## config.mk

```make
export PLATFORM = sky130hd
export DESIGN_NAME = snitch_icache_refill_serializer
export DESIGN_NICKNAME = d
export VERILOG_FILES = /design/src/rtl/snitch_icache_refill_serializer.sv
export SDC_FILE = /design/constraint.sdc
export NUM_CORES = 1
export LEC_CHECK = 0
export BUFFER_PORTS_ARGS = -buffer_cell sky130_fd_sc_hd__buf_2
export CAP_MARGIN = 0
export CELL_PAD_IN_SITES_DETAIL_PLACEMENT = 2
export CELL_PAD_IN_SITES_GLOBAL_PLACEMENT = 2
export CORE_ASPECT_RATIO = 0.8
export CORE_UTILIZATION = 29
export DETAILED_ROUTE_END_ITERATION = 7
export GPL_TIMING_DRIVEN = 0
export PLACE_DENSITY_LB_ADDON = 0.25
export SKIP_CTS_REPAIR_TIMING = 1
export SYNTH_ARGS = -nofsm -noshare
export SYNTH_HDL_FRONTEND = slang
export SYNTH_SLANG_ARGS = --single-unit
```

## constraint.sdc

```tcl
create_clock -name clk_i -period 11.8 [get_ports clk_i]
set_input_delay 3.54 -clock clk_i [delete_from_list [all_inputs] [get_ports clk_i]]
set_output_delay 3.54 -clock clk_i [all_outputs]
set_load 0.03 [all_outputs]
```

## src/rtl/snitch_icache_refill_serializer.sv

```systemverilog
// rtl/snitch_icache_refill_serializer.sv - serializes one icache line refill into narrow memory beats
//
// Takes one line refill request at a time, issues LINE_WIDTH/MEM_DW in-order
// beat reads on the memory port, assembles the returned beats into a line and
// hands line, sticky error and id back in a single response handshake.
//
// Ports:
//   clk_i, rst_i                     clock, asynchronous active-high reset
//   in_req_{addr,id,valid}_i, in_req_ready_o
//                                    line refill request from the miss handler
//   in_rsp_{data,error,id,valid}_o, in_rsp_ready_i
//                                    assembled line back to the miss handler
//   mem_req_{addr,valid}_o, mem_req_ready_i
//                                    beat read requests
//   mem_rsp_{data,error,valid}_i, mem_rsp_ready_o
//                                    beat read responses, in request order
module snitch_icache_refill_serializer #(
  parameter int unsigned FETCH_AW   = 48,
  parameter int unsigned LINE_WIDTH = 256,
  parameter int unsigned MEM_DW     = 64,
  parameter int unsigned PENDING_IW = 2
) (
  input  logic                  clk_i,
  input  logic                  rst_i,
  input  logic [FETCH_AW-1:0]   in_req_addr_i,
  input  logic [PENDING_IW-1:0] in_req_id_i,
  input  logic                  in_req_valid_i,
  output logic                  in_req_ready_o,
  output logic [LINE_WIDTH-1:0] in_rsp_data_o,
  output logic                  in_rsp_error_o,
  output logic [PENDING_IW-1:0] in_rsp_id_o,
  output logic                  in_rsp_valid_o,
  input  logic                  in_rsp_ready_i,
  output logic [FETCH_AW-1:0]   mem_req_addr_o,
  output logic                  mem_req_valid_o,
  input  logic                  mem_req_ready_i,
  input  logic [MEM_DW-1:0]     mem_rsp_data_i,
  input  logic                  mem_rsp_error_i,
  input  logic                  mem_rsp_valid_i,
  output logic                  mem_rsp_ready_o
);

  localparam int unsigned BEATS      = LINE_WIDTH / MEM_DW;
  localparam int unsigned LINE_ALIGN = $clog2(LINE_WIDTH / 8);
  localparam int unsigned BEAT_SHIFT = $clog2(MEM_DW / 8);
  localparam int unsigned CW         = $clog2(BEATS + 1);

  // Clears the byte-within-line bits of the request address.
  localparam logic [FETCH_AW-1:0] ALIGN_MASK =
      ~((FETCH_AW'(1) << LINE_ALIGN) - FETCH_AW'(1));

  typedef enum logic [1:0] {IDLE, ISSUE, DRAIN, RESP} state_e;

  state_e                state_q;
  logic [CW-1:0]         issue_cnt_q;
  logic [CW-1:0]         rcv_cnt_q;
  logic [FETCH_AW-1:0]   base_q;
  logic [LINE_WIDTH-1:0] data_q;
  logic                  err_q;
  logic [PENDING_IW-1:0] id_q;

  logic req_hs, mem_req_hs, mem_rsp_hs;
  logic issue_last, rcv_last;

  assign req_hs     = in_req_valid_i & in_req_ready_o;
  assign mem_req_hs = mem_req_valid_o & mem_req_ready_i;
  assign mem_rsp_hs = mem_rsp_valid_i & mem_rsp_ready_o;
  assign issue_last = (issue_cnt_q == CW'(BEATS - 1));
  assign rcv_last   = (rcv_cnt_q == CW'(BEATS - 1));

  // Beat address wraps within FETCH_AW; a line never straddles the top
  // because the base is line aligned.
  assign mem_req_addr_o = base_q + (FETCH_AW'(issue_cnt_q) << BEAT_SHIFT);
  assign in_rsp_data_o  = data_q;
  assign in_rsp_error_o = err_q;
  assign in_rsp_id_o    = id_q;

  always_ff @(posedge clk_i or posedge rst_i) begin
    if (rst_i) begin
      state_q         <= IDLE;
      issue_cnt_q     <= '0;
      rcv_cnt_q       <= '0;
      base_q          <= '0;
      data_q          <= '0;
      err_q           <= 1'b0;
      id_q            <= '0;
      in_req_ready_o  <= 1'b1;
      in_rsp_valid_o  <= 1'b0;
      mem_req_valid_o <= 1'b0;
      mem_rsp_ready_o <= 1'b0;
    end else begin
      // Beat collection runs independently of issue so responses can
      // overlap outstanding requests.
      if (mem_rsp_hs) begin
        for (int k = 0; k < BEATS; k++) begin
          if (rcv_cnt_q == CW'(k)) data_q[k*MEM_DW +: MEM_DW] <= mem_rsp_data_i;
        end
        err_q     <= err_q | mem_rsp_error_i;
        rcv_cnt_q <= rcv_cnt_q + CW'(1);
      end
      if (mem_req_hs) issue_cnt_q <= issue_cnt_q + CW'(1);

      unique case (state_q)
        IDLE: begin
          if (req_hs) begin
            base_q          <= in_req_addr_i & ALIGN_MASK;
            id_q            <= in_req_id_i;
            err_q           <= 1'b0;
            issue_cnt_q     <= '0;
            rcv_cnt_q       <= '0;
            state_q         <= ISSUE;
            in_req_ready_o  <= 1'b0;
            mem_req_valid_o <= 1'b1;
            mem_rsp_ready_o <= 1'b1;
          end
        end
        ISSUE: begin
          if (mem_req_hs && issue_last) begin
            mem_req_valid_o <= 1'b0;
            // The last response may land in the same cycle as the last request.
            if (mem_rsp_hs && rcv_last) begin
              state_q         <= RESP;
              mem_rsp_ready_o <= 1'b0;
              in_rsp_valid_o  <= 1'b1;
            end else begin
              state_q <= DRAIN;
            end
          end
        end
        DRAIN: begin
          if (mem_rsp_hs && rcv_last) begin
            state_q         <= RESP;
            mem_rsp_ready_o <= 1'b0;
            in_rsp_valid_o  <= 1'b1;
          end
        end
        RESP: begin
          // Ready for the next request only after this handshake: one bubble.
          if (in_rsp_ready_i) begin
            state_q        <= IDLE;
            in_rsp_valid_o <= 1'b0;
            in_req_ready_o <= 1'b1;
          end
        end
        default: state_q <= IDLE;
      endcase
    end
  end

`ifndef SYNTHESIS
  // Responses are only legal while a beat is still expected.
  int unsigned stray_rsp_cnt;

  always_ff @(posedge clk_i or posedge rst_i) begin
    if (rst_i) stray_rsp_cnt <= 0;
    else if (mem_rsp_valid_i && !mem_rsp_ready_o) stray_rsp_cnt <= stray_rsp_cnt + 1;
  end

  always_ff @(posedge clk_i) begin
    if (!rst_i) begin
      assert (!(mem_rsp_valid_i && !mem_rsp_ready_o))
        else $warning("stray mem_rsp_valid_i ignored while no beat is expected");
    end
  end
`endif

endmodule

```

==> results of run 1 <==
-- final timing paths --
kind | endpoint | startpoint | cells past startpoint
max | mem_req_addr_o[44] | issue_cnt_q[2] | 6
max reg2reg | base_q[34] | state_q[0] | 6
min reg2reg | in_rsp_data_o[252] | in_rsp_data_o[252] | 2
min | in_rsp_data_o[252] | in_rsp_data_o[252] | 2
min in group asynchronous | in_rsp_data_o[250] | rst_i | 2
max in group asynchronous | in_rsp_data_o[37] | rst_i | 5
-- flip-flops by register name, indices dropped and copies added (netlist names) --
| name | cells |
|---|---|
| base_q | 43 |
| in_req_ready_o | 1 |
| in_rsp_data_o | 256 |
| in_rsp_error_o | 1 |
| in_rsp_id_o | 2 |
| in_rsp_valid_o | 1 |
| issue_cnt_q | 3 |
| mem_req_valid_o | 1 |
| mem_rsp_ready_o | 1 |
| rcv_cnt_q | 3 |
| state_q | 2 |
-- stage by stage --
step	hold WS [ns]	cells	cell area [um2]	worst slack [ns]	total power, mW
after global routing	0.5046	2054	17000	4.879	2.338
after floorplan	0.4849	996	12840	4.078	1.116
final	0.4709	2056	17010	5.178	2.252
after global placement	0.4531	1979	15660	1.814	1.155
after detailed placement	0.4599	1988	15840	5.657	1.163
after CTS	0.4751	2051	16990	5.081	2.293
-- tightest hold or removal path, cell delays in order (launching register included) --
cell and delay (ns):
dfrtp_1 0.34, nand2_1 0.05, nand2_1 0.05
-- power by group through the flow --
stage / clock, mW / sequential [mW] / combinational [mW]
after floorplan: 0 / 1.10 / 0.0189
after global placement: 0 / 1.10 / 0.0572
final: 1.11 / 1.08 / 0.0635
after global routing: 1.19 / 1.08 / 0.0717
after detailed placement: 0 / 1.10 / 0.0661
after CTS: 1.15 / 1.08 / 0.0663
-- kinds of logic after synthesis --
| logic type | after synthesis | synth area share, % |
|---|---|---|
| simple gates | 310 | 10.66 |
| mux | 237 | 20.81 |
| flops | 314 | 61.27 |
| xor+xnor | 43 | 2.936 |
| fa+ha+maj | 14 | 1.366 |
| compound gates | 19 | 0.9463 |
| other cells | 1 | 0.02923 |
| buf+inv | 56 | 1.990 |
-- cell usage in the layout (no fill, tap or decap), drive strengths merged, types with 2 or more instances in the layout --
master	synthesis	layout
buf	21	453
dfrtp	313	313
mux2	237	237
nand2	219	219
clkbuf	25	76
xnor2	34	34
nand3	24	24
nand4	21	21
nor2	18	18
ha	14	14
inv	10	11
xor2	9	9
nor4	9	9
clkinv	0	8
a21oi	7	7
and3	7	7
diode	0	5
o21ai	4	4
nor3	3	3
conb	1	3
nand4b	2	2
and2	2	2
a22o	2	2
bufinv	0	2
-- per-layer routing --
layer	vias to the layer above	share of wire (%)	GRT usage, %
met5	-	0.059	0
met4	4	1.6	4.243
met3	55	7.1	6.181
met2	233	48	31.76
met1	4973	43	24.87
li1	4339	-	-
-- layout make-up --
cell class | count | area (um2)
Antenna cell | 5 | 12.51
Multi-Input combinational cell | 626 | 4721
Fill cell | 4594 | 26390
Sequential cell | 314 | 7859
Timing Repair Buffer | 432 | 2297
Buffer | 46 | 217.7
Clock buffer | 51 | 1017
Clock inverter | 12 | 140.1
Inverter | 10 | 41.29
Tap cell | 560 | 700.7
==> metrics, run 1 <==
slew of the pin with the lowest slew margin=between 1 and 1.5 ns; Avg WL per Cell=~21 um; Internal=roughly 1.7 mW; Synth Flop Type=dfrtp_1; CP Buf/Inv Count=1; port bufs=423; Clock Power Share=49.4%; outcome=finished clean; Core Area=0.04339 mm2; combinational power share=about 2.8%; DRC viols=0; Rows=about 70; first drt pass iteration count=4; critical-path cell list=ha_1 -> nand4_1 -> nor4_1 -> nand4_1 -> xnor2_1 -> buf_2; Remaining Overflow, GRT=0; largest net degree at the start of global routing=40; CP Launch Type=flop; final WL=between 40000 and 50000 um; die height=about 190 um; H-tree Lvls=2; Seq/Total Area, Yosys=approximately three fifths; Yosys warning total=0; f_max=approximately 150 MHz; Final Cycle Share=between 50% and 60%; RSZ-0062 raised after global routing=false; Net Sw Frac=22.42%; CP required=around 8.3 ns; power per cell area=132.4 mW/mm2; clk buf depth=3; insertion delay to the later sink of the worst-skew pair=between 0.5 and 0.6 ns; CTS Buf Count=36; worst min path class=flop to flop; Synth Cell Area=between 0.01 and 0.015 mm2; die span in x=roughly 240 um; Clock Skew=roughly 0.016 ns; Post-synth top cells=dfrtp_1 (313), mux2_2 (237), nand2_1 (219); via density per instance=4.671; minimum clock period=roughly 6.6 ns; vias in the first global route=approximately 11k; Sink Count=about 310; Synth top area share=about three fifths; leakage dissipation=a little under 10 nW; Area contributors post-synth=dfrtp_1 (61%), mux2_2 (21%), nand2_1 (6.4%); Yosys top cell by area=dfrtp_1; I/O Pins=~430; Synth cell types=40; syn avg cell area=12.90 um2; final count of hold timing violations=0; final-stage net count=1601; max-cap viol count=0; Setup Viol. Count Final=0; most used standard cell by instance count after synthesis=dfrtp_1; Async SR Flop Fraction=between 90% and 100%; Layout area overhead=32.58%; Max VDD drop=about 0.08 mV; cell mode on critical path=nand4_1; Max Transition Viols Final=0; final antenna-violating net count=0; layout cells sized above 1=between 50% and 60%; #FFs+latches synth=around 310; Initial Util=29.56%; worst path arrival time=3.08 ns; Post-Syn Instances=between 900 and 1k; HPWL after DPL=between 30000 and 40000 um; R2R Setup Slk=9.37 ns; CP Class=flop to output port; slowest CP cell=nor4_1; Flop pwr share=47.8%; full die area=about 0.045 mm2; P_sw=about 0.5 mW; Final Util=between 30 and 40%; Worst-path clk slew=0.06 ns; CP Max Fanout=6; routability cong.=around 0.77; setup TNS=0 ns; GRT Resource Usage Total=between 15 and 20%; first-pass GRT wire length=roughly 66000 um; via count=just under 10k; CTS tree=built; Top delay family on crit path=simple AND/OR/NAND/NOR gates; antenna violations before repair=5; Slew Limit Headroom=about a third; max incr delay on CP=about 0.94 ns; EDFF count, synth=0; crit path capture type=output port; CTS root buf=clkbuf_16; Initial DRC Count=approximately 270
Note: power is estimated with default switching activity, not from simulation.
==> run 2: changes to the inputs <==
--- a/config.mk
+++ b/config.mk
@@ -10,7 +10,7 @@
 export CELL_PAD_IN_SITES_DETAIL_PLACEMENT = 2
 export CELL_PAD_IN_SITES_GLOBAL_PLACEMENT = 2
 export CORE_ASPECT_RATIO = 0.8
-export CORE_UTILIZATION = 29
+export CORE_UTILIZATION = 32
 export DETAILED_ROUTE_END_ITERATION = 7
 export GPL_TIMING_DRIVEN = 0
 export PLACE_DENSITY_LB_ADDON = 0.25
==> constraint.sdc (replaced) <==
create_clock -name clk_i -period 6.4 [get_ports clk_i]
set_input_delay 1.92 -clock clk_i [delete_from_list [all_inputs] [get_ports clk_i]]
set_output_delay 1.92 -clock clk_i [all_outputs]
set_load 0.03 [all_outputs]
==> run 2 against run 1 <==
Net effect: cell count down 1.1%; critical path depth unchanged; count of clock-buffer cells in the layout down 1; combinational power up 83%; global-route usage up 2.4 points; utilization up 3.9 points; via count up 0.61%; critical path type unchanged.
==> metrics, run 2 (synthesis results as in run 1) <==
leakage dissipation=9.776 nW (+0.19%); max-cap viol count=0 (unchanged); RSZ-0062 raised after global routing=false; Slew Limit Headroom=25.39% (-6.6 points); DRC viols=0 (unchanged); Final Cycle Share=80.01%; worst-case reg-to-reg path depth=6 (unchanged); worst path arrival time=3.20 ns (+0.12 ns); die height=181.1 um (-4.8%); r2r endpoint=base_q[32]; GRT Resource Usage Total=21.75% (+2.4 points); final instance area=0.01702 mm2 (about the same); final WL=44530 um (+1.7%); via count=9663 (+0.61%); first drt pass iteration count=4 (unchanged); power per cell area=248.6 mW/mm2 (+88%); outcome=finished clean; Reg-to-Reg Start=state_q[0]; largest net degree at the start of global routing=42 (+5.0%); Layout area overhead=32.66% (about the same); final-stage net count=1600 (-0.062%); routability cong.=0.8025 (+4.1%); Setup Viol. Count Final=0 (unchanged); I/O Pins=432 (unchanged); worst min path class=flop to flop; Worst Hold Depth=2 (unchanged); Core Area=0.03944 mm2 (-9.1%); commonest non-fill, non-tap cell in the layout=buf_2; R2R Setup Slk=3.93 ns (-5.44 ns); WHS Endpoint=in_rsp_data_o[239]; placed cell area=0.01579 mm2 (-0.32%); first-pass GRT wire length=67180 um (+1.2%); Multi-input gate area=0.004721 mm2 (unchanged); antenna violations before repair=11 (+6); most frequent cells in the layout=buf_2 (435), dfrtp_1 (313), mux2_2 (237); insertion delay to the later sink of the worst-skew pair=0.53 ns (about the same); Placement Setup Slack=1.803 ns (-3.854 ns); final count of hold timing violations=0 (unchanged); sequential cell area=0.007859 mm2 (unchanged); Initial DRC Count=359 (+35%); HPWL after DPL=32920 um (-0.15%); Clock Skew=0.01342 ns (-0.002227 ns); Max VDD drop=0.1950 mV (+140%); CTS tree=built; final antenna-violating net count=0 (unchanged); CP required=4.48 ns (-3.78 ns); Worst-path clk slew=0.06 ns (about the same); Worst Min Path Start=in_rsp_data_o[239]; Final Util=43.14% (+3.9 points); f_max=roughly 200 MHz; via density per instance=4.753 (+1.8%); port bufs=423 (unchanged); CP Max Fanout=6 (unchanged); worst hold slack=0.4730 ns (+0.002081 ns); H-tree Lvls=2 (unchanged); layout cells sized above 1=50.74% (+0.30 points); Sink Count=314 (unchanged); Initial Util=32.52% (+3.0 points); fillers=4069 (-11%); die span in x=225.8 um (-4.8%); Max Transition Viols Final=0 (unchanged); Remaining Overflow, GRT=0 (unchanged); PnR worst setup slack=1.279 ns (-3.898 ns); CP Launch Type=flop; slew of the pin with the lowest slew margin=1.109 ns (+0.09859 ns); CP Class=flop to output port; full die area=0.04089 mm2 (-9.3%); max reg flops=256 (unchanged); CTS root buf=clkbuf_16; CTS Buf Count=36 (unchanged); Rows=65 (-4.4%); crit path capture type=output port; Design Power=4.231 mW (+88%); Avg WL per Cell=21.90 um (+2.9%); minimum clock period=a little over 5 ns; clk buf depth=3 (unchanged); vias in the first global route=10.78k (+1.1%)
## run 2: changes by cell type in the layout (fill, tap and decap cells not counted), sizes merged
cell and delta:
clkbuf -1, buf -1, clkinvlp +2, bufinv +1
## run 2: worst max-delay path by stage
| stage | cells after the start | slack [ns] | to | start |
|---|---|---|---|---|
| 2_1_floorplan | 1 | 0.30 | base_q[10] | rst_i |
| 6_report | 6 | 1.28 | mem_req_addr_o[40] | issue_cnt_q[2] |
| 4_1_cts | 6 | 1.25 | mem_req_addr_o[40] | issue_cnt_q[2] |
| 5_1_grt | 6 | 1.12 | mem_req_addr_o[40] | issue_cnt_q[2] |
| 3_3_place_gp | 2 | -1.91 | in_rsp_data_o[97] | rst_i |
| 3_5_place_dp | 6 | 1.80 | mem_req_addr_o[40] | issue_cnt_q[2] |
## run 2: layout make-up
type / count / share of cell area [%]
repair buffers: 431 / 13.38
diodes: 5 / 0.07353
well taps: 536 / 3.941
clock buffers: 50 / 6.199
inverters: 10 / 0.2426
flip-flops and latches: 314 / 46.18
multi-input cells: 626 / 27.74
plain buffers: 46 / 1.279
clock inverters: 15 / 0.9559
## run 2: per-layer routing
metal | global-route usage (%) | vias up | share of wire [%] | wire length (um)
met1 | 27.40 | 4959 | 42 | 18730
li1 | - | 4334 | - | -
met3 | 7.009 | 91 | 7.4 | 3287
met4 | 6.667 | 10 | 2.8 | 1262
met2 | 35.36 | 269 | 48 | 21180
met5 | 0 | - | 0.15 | 69
## run 2: per-stage QoR
| stage | setup TNS [ns] | std cells |
|---|---|---|
| 2_1_floorplan | 0 | 996 |
| 3_3_place_gp | -587.06 | 1955 |
| 3_5_place_dp | 0 | 1963 |
| 4_1_cts | 0 | 2028 |
| 5_1_grt | 0 | 2032 |
| 6_report | 0 | 2033 |
## run 2: critical path, cell delays in order, from the launching register on
cell,delay (ns)
dfrtp_1,0.39
ha_1,0.24
nand4_1,0.33
nor4_1,1.01
nand3_1,0.22
xnor2_1,0.23
buf_2,0.26
## run 2: power by group
group | total, mW | internal [mW] | switching (mW)
registers | 1.99 | 1.99 | 0
clock network | 2.13 | 1.28 | 0.853
logic | 0.116 | 0.0383 | 0.0774
total | 4.23 | 3.30 | 0.930
